`src/rtl/pwm_multi_pkg.sv`:
```
// +----------------------------------------------------------------------------+
// | pwm_multi_pkg : register map and control types for the multi-channel PWM   |
// | Revision: 1.0                                                              |
// +----------------------------------------------------------------------------+
`default_nettype none

package pwm_multi_pkg;

    localparam int CH_STRIDE = 16;

    localparam logic [3:0] REG_DUTY   = 4'h0;
    localparam logic [3:0] REG_PERIOD = 4'h4;
    localparam logic [3:0] REG_CTRL   = 4'h8;
    localparam logic [3:0] REG_CNT    = 4'hC;

    typedef struct packed {
        logic mode;
        logic pol;
        logic en;
    } ctrl_t;

endpackage

`default_nettype wire

```
`src/rtl/pwm_multi_channel.sv`:
```
// +----------------------------------------------------------------------------+
// | pwm_multi_channel : one PWM channel with shadowed duty/period and counter. |
// | Optional up/down counting when PWM_CENTER_ALIGN_EN is defined.             |
// | Revision: 1.0                                                              |
// +----------------------------------------------------------------------------+
`default_nettype none

module pwm_multi_channel
    import pwm_multi_pkg::*;
#(
    parameter int CtrWidth = 16
) (
    input  logic                clk_i,
    input  logic                rst_ni,
    input  logic                duty_we_i,
    input  logic                period_we_i,
    input  logic                ctrl_we_i,
    input  logic [CtrWidth-1:0] wdata_i,
    input  ctrl_t               ctrl_wdata_i,
    output logic [CtrWidth-1:0] duty_o,
    output logic [CtrWidth-1:0] period_o,
    output logic [CtrWidth-1:0] cnt_o,
    output ctrl_t               ctrl_o,
    output logic                pwm_o
);

    logic [CtrWidth-1:0] duty_pend_q, duty_pend_d, period_pend_q, period_pend_d;
    logic [CtrWidth-1:0] duty_act_q, duty_act_d, period_act_q, period_act_d;
    logic [CtrWidth-1:0] cnt_q, cnt_d;
    ctrl_t               ctrl_q, ctrl_d;
    logic                pwm_q, pwm_d;
    logic                load;
`ifdef PWM_CENTER_ALIGN_EN
    logic                dir_q, dir_d;     // 0 = counting up, 1 = counting down
    logic                first_q, first_d;
`endif

    always_comb begin
        duty_pend_d   = duty_we_i   ? wdata_i : duty_pend_q;
        period_pend_d = period_we_i ? wdata_i : period_pend_q;
        ctrl_d        = ctrl_we_i ? ctrl_wdata_i : ctrl_q;
`ifndef PWM_CENTER_ALIGN_EN
        ctrl_d.mode   = 1'b0;
`endif
        duty_act_d    = duty_act_q;
        period_act_d  = period_act_q;
        cnt_d         = cnt_q;
        load          = 1'b0;
`ifdef PWM_CENTER_ALIGN_EN
        dir_d         = dir_q;
        first_d       = 1'b0;
`endif
        if (!ctrl_q.en) begin
            cnt_d = '0;
            load  = 1'b1;
`ifdef PWM_CENTER_ALIGN_EN
            dir_d   = 1'b0;
            first_d = 1'b1;
        end else if (ctrl_q.mode) begin
            // Turnaround cycles dwell on the end value, giving 2*period cycles per period
            load = first_q || (dir_q && (cnt_q == '0));
            if (!dir_q) begin
                if ((period_act_q == '0) || (cnt_q >= period_act_q - 1'b1)) begin
                    dir_d = 1'b1;
                end else begin
                    cnt_d = cnt_q + 1'b1;
                end
            end else begin
                if (cnt_q == '0) begin
                    dir_d = 1'b0;
                end else begin
                    cnt_d = cnt_q - 1'b1;
                end
            end
`endif
        end else begin
            load  = (cnt_q >= period_act_q);
            cnt_d = load ? '0 : cnt_q + 1'b1;
        end
        if (load) begin
            duty_act_d   = duty_pend_q;
            period_act_d = period_pend_q;
        end
        pwm_d = ctrl_q.en ? ((cnt_q < duty_act_q) ^ ctrl_q.pol) : ctrl_q.pol;
    end

    always_ff @(posedge clk_i or negedge rst_ni) begin
        if (!rst_ni) begin
            duty_pend_q   <= '0;
            period_pend_q <= '0;
            duty_act_q    <= '0;
            period_act_q  <= '0;
            cnt_q         <= '0;
            ctrl_q        <= '0;
            pwm_q         <= 1'b0;
`ifdef PWM_CENTER_ALIGN_EN
            dir_q         <= 1'b0;
            first_q       <= 1'b0;
`endif
        end else begin
            duty_pend_q   <= duty_pend_d;
            period_pend_q <= period_pend_d;
            duty_act_q    <= duty_act_d;
            period_act_q  <= period_act_d;
            cnt_q         <= cnt_d;
            ctrl_q        <= ctrl_d;
            pwm_q         <= pwm_d;
`ifdef PWM_CENTER_ALIGN_EN
            dir_q         <= dir_d;
            first_q       <= first_d;
`endif
        end
    end

    assign duty_o   = duty_pend_q;
    assign period_o = period_pend_q;
    assign cnt_o    = cnt_q;
    assign ctrl_o   = ctrl_q;
    assign pwm_o    = pwm_q;

endmodule

`default_nettype wire

```
`src/rtl/pwm_multi_ctrl.sv`:
```
// +----------------------------------------------------------------------------+
// | pwm_multi_ctrl : bus-mapped multi-channel PWM (decode, byte merge, readback)|
// | Define PWM_CENTER_ALIGN_EN to enable CTRL.MODE up/down counting.           |
// | Revision: 1.0                                                              |
// +----------------------------------------------------------------------------+
`default_nettype none

module pwm_multi_ctrl
    import pwm_multi_pkg::*;
#(
    parameter int NumChannels = 12,
    parameter int CtrWidth    = 16,
    parameter int BusWidth    = 32
) (
    input  logic                   clk_i,
    input  logic                   rst_ni,
    input  logic                   device_req_i,
    input  logic [BusWidth-1:0]    device_addr_i,
    input  logic                   device_we_i,
    input  logic [3:0]             device_be_i,
    input  logic [BusWidth-1:0]    device_wdata_i,
    output logic                   device_rvalid_o,
    output logic [BusWidth-1:0]    device_rdata_o,
    output logic [NumChannels-1:0] pwm_o
);

    localparam int ChLsb = $clog2(CH_STRIDE);

    logic [ChLsb-1:0]       reg_off;
    logic [9-ChLsb:0]       ch_idx;
    logic [NumChannels-1:0] sel;
    logic [BusWidth-1:0]    ch_word [NumChannels];
    logic [BusWidth-1:0]    reg_word, wr_word;
    logic                   wr;
    logic                   rvalid_q, rvalid_d;
    logic [BusWidth-1:0]    rdata_q, rdata_d;
    logic                   unused_bits;

    assign reg_off     = device_addr_i[ChLsb-1:0];
    assign ch_idx      = device_addr_i[9:ChLsb];
    assign wr          = device_req_i & device_we_i;
    assign unused_bits = ^{device_addr_i[BusWidth-1:10], wr_word};

    for (genvar i = 0; i < NumChannels; i++) begin : g_ch
        logic [CtrWidth-1:0] duty, period, cnt;
        ctrl_t               ctrl;
        logic [BusWidth-1:0] word;

        assign sel[i] = (ch_idx == (10 - ChLsb)'(i));

        // Misaligned offsets match no case item and read back as zero
        always_comb begin
            word = '0;
            case (reg_off)
                REG_DUTY:   word[CtrWidth-1:0] = duty;
                REG_PERIOD: word[CtrWidth-1:0] = period;
                REG_CTRL:   word[2:0]          = ctrl;
                REG_CNT:    word[CtrWidth-1:0] = cnt;
                default:    word               = '0;
            endcase
        end
        assign ch_word[i] = word;

        pwm_multi_channel #(
            .CtrWidth (CtrWidth)
        ) u_ch (
            .clk_i        (clk_i),
            .rst_ni       (rst_ni),
            .duty_we_i    (wr && sel[i] && (reg_off == REG_DUTY)),
            .period_we_i  (wr && sel[i] && (reg_off == REG_PERIOD)),
            .ctrl_we_i    (wr && sel[i] && (reg_off == REG_CTRL)),
            .wdata_i      (wr_word[CtrWidth-1:0]),
            .ctrl_wdata_i (ctrl_t'(wr_word[2:0])),
            .duty_o       (duty),
            .period_o     (period),
            .cnt_o        (cnt),
            .ctrl_o       (ctrl),
            .pwm_o        (pwm_o[i])
        );
    end

    always_comb begin
        reg_word = '0;
        for (int i = 0; i < NumChannels; i++) begin
            if (sel[i]) begin
                reg_word = ch_word[i];
            end
        end
        for (int b = 0; b < 4; b++) begin
            wr_word[8*b +: 8] = device_be_i[b] ? device_wdata_i[8*b +: 8] : reg_word[8*b +: 8];
        end
        rvalid_d = device_req_i;
        rdata_d  = (device_req_i && !device_we_i) ? reg_word : '0;
    end

    always_ff @(posedge clk_i or negedge rst_ni) begin
        if (!rst_ni) begin
            rvalid_q <= 1'b0;
            rdata_q  <= '0;
        end else begin
            rvalid_q <= rvalid_d;
            rdata_q  <= rdata_d;
        end
    end

    assign device_rvalid_o = rvalid_q;
    assign device_rdata_o  = rdata_q;

endmodule

`default_nettype wire

```
`config.mk`:
```
export PLATFORM = sky130hd
export DESIGN_NAME = pwm_multi_ctrl
export DESIGN_NICKNAME = d
export VERILOG_FILES = /design/src/rtl/pwm_multi_pkg.sv /design/src/rtl/pwm_multi_channel.sv /design/src/rtl/pwm_multi_ctrl.sv
export SDC_FILE = /design/constraint.sdc
export NUM_CORES = 2
export LEC_CHECK = 0
export CAP_MARGIN = 20
export CORE_MARGIN = 2
export CORE_UTILIZATION = 55
export CTS_BUF_LIST = sky130_fd_sc_hd__clkbuf_8
export CTS_CLUSTER_DIAMETER = 40
export DETAILED_ROUTE_END_ITERATION = 6
export PLACE_DENSITY = 0.73
export SYNTH_ARGS = -nofsm -noshare
export SYNTH_HDL_FRONTEND = slang
export SYNTH_SLANG_ARGS = --single-unit
```
`constraint.sdc`:
```
create_clock -name clk_i -period 7.11 [get_ports clk_i]
set_input_delay 2.133 -clock clk_i [delete_from_list [all_inputs] [get_ports clk_i]]
set_output_delay 2.133 -clock clk_i [all_outputs]
set_load 0.005 [all_outputs]
```
# --- After elaboration in Yosys (flattened, before gate mapping) ---
# Index checks and enable logic that the tools add are counted.
classes:
  addsub: 12
  n_lt_le_gt_ge: 24
  n_eq_ne: 14
  muxes: 87
  bitwise: 13
  reduce_logical: 52
ops:
  columns: ["op", "n"]
  rows:
  - ["$pmux 13 s3", 12]
  - ["$mux 16", 25]
  - ["$mux 32", 12]
  - ["$add 16x1->16 const B", 12]
  - ["$ge 16x16->1", 12]
  - ["$lt 16x16->1", 12]
  - ["$pmux 3 s4", 12]
  - ["$logic_and 1x1->1", 49]
  - ["$eq 6x3->1 const B", 4]
  - ["$eq 6x4->1 const B", 4]
  - ["$mux 1", 24]
  - ["$mux 8", 2]
  - ["$eq 6x2->1 const B", 2]
  - ["$xor 1x1->1", 12]
  - ["$eq 4x4->1 const B", 2]
  - ["$eq 6x1->1 const B", 1]
  - ["$logic_not 6->1", 1]
  - ["$eq 4x3->1 const B", 1]
  - ["$logic_not 4->1", 1]
  - ["$and 1x1->1", 1]
  - ["$logic_not 1->1", 1]
word_totals:
  register_bits: 1029
  in_bits: 72
  out_inout_bits: 45
  word_cells: 300

# --- Depth between registers and ports, before layout ---
logic_depth:
  depth_word: 15
  ltp_mapped: 14
  mapped_depth_nobuf: 9

# --- Hierarchy ---
# Synthesis repeated with hierarchy kept, for this count alone.
unflattened:
  hier_cells: 4748
  hier_area_um2: 55130.4
by_module_without_submodules:
  columns: ["module", "instances", "cells_per_inst", "area_per_inst_um2", "seq_area_each_um2"]
  rows:
  - ["pwm_multi_channel (g_ch[0].u_ch ...)", 11, 321, 4006.3, 2077.0]
  - ["pwm_multi_ctrl", 1, 895, 7058.0, 425.4]
  - ["pwm_multi_channel (g_ch[6].u_ch)", 1, 322, 4002.6, 2077.0]

# --- Least setup slack after synthesis ---
# No wires, ideal clock.
synth_timing:
  kind: "input to register"
  start: "input port device_addr_i[3]"
  end: "register g_ch[6].u_ch.duty_pend_q[14]"
  setup_time_ps: 125
  t_arrival_ps: 4295
  required_ps: 6985
  setup_slack_ps: 2690
  stages: 12
  path_buffers: 5
  path_cell_list: "buf_6 buf_6 buf_6 buf_2 mux2_2 a22oi_1 o22ai_1 nor3_1 o22ai_1 o31a_2 buf_6 mux2_2"
synth_between:
  elab_chain_cells: 15
  word_cells_on_any_way: 29
  classes_between: "eq/ne: 2; mux: 25; reduce/logical: 2"
synth_lines:
  columns: ["item", "line", "source"]
  rows:
  - ["start: declaration", "pwm_multi_ctrl.sv:18", "input logic [BusWidth-1:0] device_addr_i,"]
  - ["$eq 4x4->1 (tied with other cells)", "pwm_multi_ctrl.sv:54", "case (reg_off)"]
  - ["$pmux 13 s3", "pwm_multi_ctrl.sv:54", null]
  - ["$mux 16", "pwm_multi_ctrl.sv:85", "if (sel[i]) begin"]
  - ["$mux 32 (11 in series)", "pwm_multi_ctrl.sv:85", null]
  - ["$mux 8", "pwm_multi_ctrl.sv:90", "wr_word[8*b +: 8] = device_be_i[b] ? device_wdata_i[8*b +: 8] : reg_word[8*b +: 8];"]
  - ["end signal: assignment", "pwm_multi_channel.sv:101", "duty_pend_q <= duty_pend_d;"]
  - ["end: declaration", "pwm_multi_channel.sv:27", "logic [CtrWidth-1:0] duty_pend_q, duty_pend_d, period_pend_q, period_pend_d;"]
# Parallel ways exist; a longest one is shown, timed or not.
# A chain may end at the register's enable or synchronous reset.

# --- Worst setup path in the final report ---
layout_timing:
  start: "input port device_addr_i[9]"
  end: "register g_ch[9].u_ch.period_pend_q[8]"
layout_between:
  elab_chain_cells: 14
  word_cells_on_any_way: 27
  classes_between: "eq/ne: 11; mux: 13; reduce/logical: 3"
layout_lines:
  columns: ["item", "line", "source"]
  rows:
  - ["$logic_not 6->1", "pwm_multi_ctrl.sv:49", "assign sel[i] = (ch_idx == (10 - ChLsb)'(i));"]
  - ["$mux 16", "pwm_multi_ctrl.sv:85", null]
  - ["$mux 32 (11 in series)", "pwm_multi_ctrl.sv:85", null]
  - ["$mux 8", "pwm_multi_ctrl.sv:90", null]
  - ["end signal: assignment", "pwm_multi_channel.sv:102", "period_pend_q <= period_pend_d;"]
  - ["end: declaration", "pwm_multi_channel.sv:27", null]
# Parallel ways exist; a longest one is shown, timed or not.

==> impl_metrics.json <==
{
  "outcome": "finished, final reports clean",
  "setup_viol": 0,
  "critPathTopFamily": "compound AO/OA/AOI/OAI gates",
  "synth_edf_count": 0,
  "start_kind": "input pin",
  "fin_crit_sh_pct": 77.8,
  "die_h_um": 318,
  "drtIter0Drc": 3526,
  "drtPass1Iterations": 6,
  "gp_congestion": 0.959,
  "intPower_mw": 8.78,
  "synth_top_area_share_pct": 46.9,
  "reg2regPathDepth": 7,
  "fill_cells": 7983,
  "slowest_delay_ps": 990,
  "p_sw_share_pct": 24.9,
  "cap_violations": 0,
  "worstPathCellList": "clkdlybuf4s50_1, nor4_2, nand2_1, o22ai_1, nor3_2, o22ai_1, o31a_2, mux2_2",
  "syn_area_um2": 54100,
  "nets": 5366,
  "clkPwrFrac_pct": 45.7,
  "clkTransAtPathRegs_ps": 50,
  "post_cts_buffers": 0,
  "grt_max_degree": 145,
  "finalHoldViolCount": 0,
  "startpoint": "device_addr_i[9]",
  "fin_crit_ps": 5530,
  "crit_top_cell": "o22ai_1",
  "critPathKind": "in2reg",
  "htree_levels": 4,
  "async_flop_share_pct": 100,
  "r2r_setup_slack_ps": 3490,
  "clock_sinks": 1013,
  "p_per_area_nw_per_um2": 196,
  "fp.coreArea_um2": 97800,
  "crit_fanout": 24,
  "p_leak_nw": 28.1,
  "critPathArrivalTime_ps": 6300,
  "cpMaxStageDelayCell": "o31a_2",
  "antenna_left": 0,
  "post-route-drc-count": 0,
  "vias": 38100,
  "vdd_drop_max_uv": 180,
  "viasPerCell": 6.01,
  "skew_ps": 56.0,
  "dieArea_um2": 101000,
  "start_util_pct": 55.3,
  "worst_slew_pin_slew_ps": 1210,
  "yosys-top-cells-area": "dfrtp_1 (47%), mux2_2 (15%), ha_1 (8.9%)",
  "crit_path_end_kind": "flop",
  "multi_input_area_um2": 25900,
  "yosysUniqueCellTypes": 72,
  "cts_resized": 0,
  "antenna_found_initial": 12,
  "portBuffers": 60,
  "cts_buffer_depth": 3,
  "synth-seq-area-share_pct": 46.9,
  "track_usage_pct": 29.7,
  "yosysWarnings": 0,
  "syn_to_final_growth_pct": 10.2,
  "grt_pass1_wl_um": 231000,
  "p_seq_share_pct": 49.7,
  "maxSlewViolCount": 0,
  "grt_pass1_vias": 38300,
  "max_freq_mhz": 181,
  "clk_latency_ps": 890,
  "ctsHoldBuffers": 0,
  "numCtsBuffers": 178,
  "place_area_um2": 56000,
  "drive_gt1_share_pct": 23.3,
  "cp_num_cells": 8,
  "final-seq-area_um2": 25300,
  "r2r-end": "g_ch[6].u_ch.duty_act_q[11]",
  "synth-seq-cells": 1013,
  "crit_buf_inv": 1,
  "wl_um": 149000,
  "hold_class": "reg2reg",
  "grt_overflow": 0,
  "root_buffer": "clkbuf_8",
  "setup_tns_ps": 0,
  "pwr-share-comb_pct": 4.6,
  "rsz0062_at_grt": "false",
  "tritoncts": "built",
  "synth_ff_type": "dfrtp_1",
  "crit_path_end": "g_ch[9].u_ch.period_o[8]",
  "io_pins": 117,
  "rows": 115,
  "die_x_um": 318,
  "yosysTopAreaCell": "dfrtp_1",
  "post_drt_wl_per_cell_um": 23.5,
  "synth_cells": 4806,
  "r2r-start": "g_ch[6].u_ch.cnt_o[5]",
  "syn_avg_cell_area_um2": 11.3,
  "power_switching_mw": 2.92,
  "relSlewSlack_pct": 19.6,
  "dpl.hpwl_um": 102000,
  "required_ps": 7880,
  "final_area_um2": 59600
}
-- flip-flops by register name (all words and copies together) (netlist names), 12 cells and up --
signal                  flops
g_ch.u_ch.pwm_o            12
g_ch.u_ch.ctrl_o           24
g_ch.u_ch.cnt_o           192
g_ch.u_ch.duty_o          192
g_ch.u_ch.duty_act_q      192
g_ch.u_ch.period_o        192
device_rdata_o             16
g_ch.u_ch.period_act_q    192
-- area by class of cell --
cell class	count	share of cell area (%)
multi-input cells	3149	43.5
flip-flops and latches	1013	42.5
clock buffers	214	4.94
repair buffers	165	2.80
well taps	1287	2.70
inverters	403	2.54
clock inverters	100	0.991
diodes	4	0.0168
-- worst reg2reg max path: stages (launching register included) --
cell	delay, ps
dfrtp_1	450
ha_1	350
a21o_1	170
a2111oi_0	470
o21ai_0	240
a221o_1	450
a221oi_4	940
mux2_2	430
-- cells in the mapped netlist (all sizes together), types with 12 or more instances --
library cell and instances:
a211oi 31, a21o 90, a21oi 126, a221o 20
a22oi 127, a41oi 12, and2 42, and3 57
buf 135, clkbuf 121, dfrtp 1013, ha 384
inv 403, mux2 774, mux2i 46, mux4 20
nand2 287, nand2b 51, nand3 130, nand4 18
nor2 257, nor2b 19, nor3 29, o211ai 13
o21ai 208, o22ai 76, o31ai 15, xnor2 69
xor2 111
-- logic make-up after synthesis --
family | share of synthesized area, %
DFF | 46.9
and+or+nand+nor | 8.10
muxes | 17.8
AOI/OAI and AO/OA | 9.91
buffers and inverters | 5.50
adders and majority gates | 8.89
xor gates and xnor gates | 2.92
other | 0.00694
-- layer usage --
layer,GRT usage (%),part of all wire (%),up-vias
met5,0.757,0.12,-
met4,14.5,5.0,12
met3,8.15,8.7,424
met2,44.6,44,1409
met1,39.9,42,19100
li1,-,-,17100
-- cells in the final DEF (no fill, tap or decap), types with 15 or more instances in the layout --
cell type,n
nand4_1,18
conb_1,16
a22oi_1,127
mux2_1,42
buf_12,20
a21o_1,90
ha_1,384
clkbuf_8,214
nand3_1,130
o21ai_0,170
xor2_1,111
and3_1,57
a21oi_1,126
o21ai_1,37
buf_4,84
nand2_1,287
nor3_1,19
dfrtp_1,1013
clkdlybuf4s50_1,57
nor2b_1,19
mux2i_1,46
a221o_1,17
nor2_1,255
mux2_2,732
and2_1,42
mux4_2,20
xnor2_1,69
a211oi_1,31
inv_1,458
nand2b_1,51
o22ai_1,75
clkinv_2,23
o31ai_1,15
-- how the worst min path moves through the flow --
stage	slack, ps	depth (start not counted)	startpoint	to
after floorplan	460	1	g_ch[10].u_ch.ctrl_o[1]	g_ch[10].u_ch.pwm_o
after global placement	480	2	g_ch[5].u_ch.duty_o[1]	g_ch[5].u_ch.duty_o[1]
after detailed placement	490	2	g_ch[11].u_ch.period_o[2]	g_ch[11].u_ch.period_o[2]
after CTS	500	2	g_ch[11].u_ch.period_o[2]	g_ch[11].u_ch.period_o[2]
after global routing	510	1	g_ch[3].u_ch.duty_act_q[4]	g_ch[3].u_ch.duty_act_q[4]
final	500	2	g_ch[0].u_ch.period_o[2]	g_ch[0].u_ch.period_o[2]
-- stage by stage --
| step | cells | hold slack [ps] | util [%] | power, mW | setup slack, ps |
|---|---|---|---|---|---|
| 3_5_place_dp | 6015 | 488 | 57.2 | 6.44 | 833 |
| 4_1_cts | 6329 | 502 | 60.8 | 11.8 | 1750 |
| 3_3_place_gp | 6015 | 478 | 57.2 | 6.43 | 924 |
| 6_report | 6335 | 495 | 60.9 | 11.7 | 1580 |
| 2_1_floorplan | 4821 | 458 | - | 6.14 | 2690 |
| 5_1_grt | 6333 | 510 | 60.9 | 12.1 | 1570 |
-- power by group through the flow --
| stage | Clock (mW) | Combinational [mW] | Sequential [mW] |
|---|---|---|---|
| final | 5.35 | 0.533 | 5.81 |
| after global routing | 5.71 | 0.568 | 5.81 |
| after CTS | 5.43 | 0.526 | 5.81 |
| after detailed placement | 0 | 0.525 | 5.92 |
| after global placement | 0 | 0.520 | 5.91 |
| after floorplan | 0 | 0.233 | 5.91 |
No activity file was read; power rests on OpenSTA's default activity.
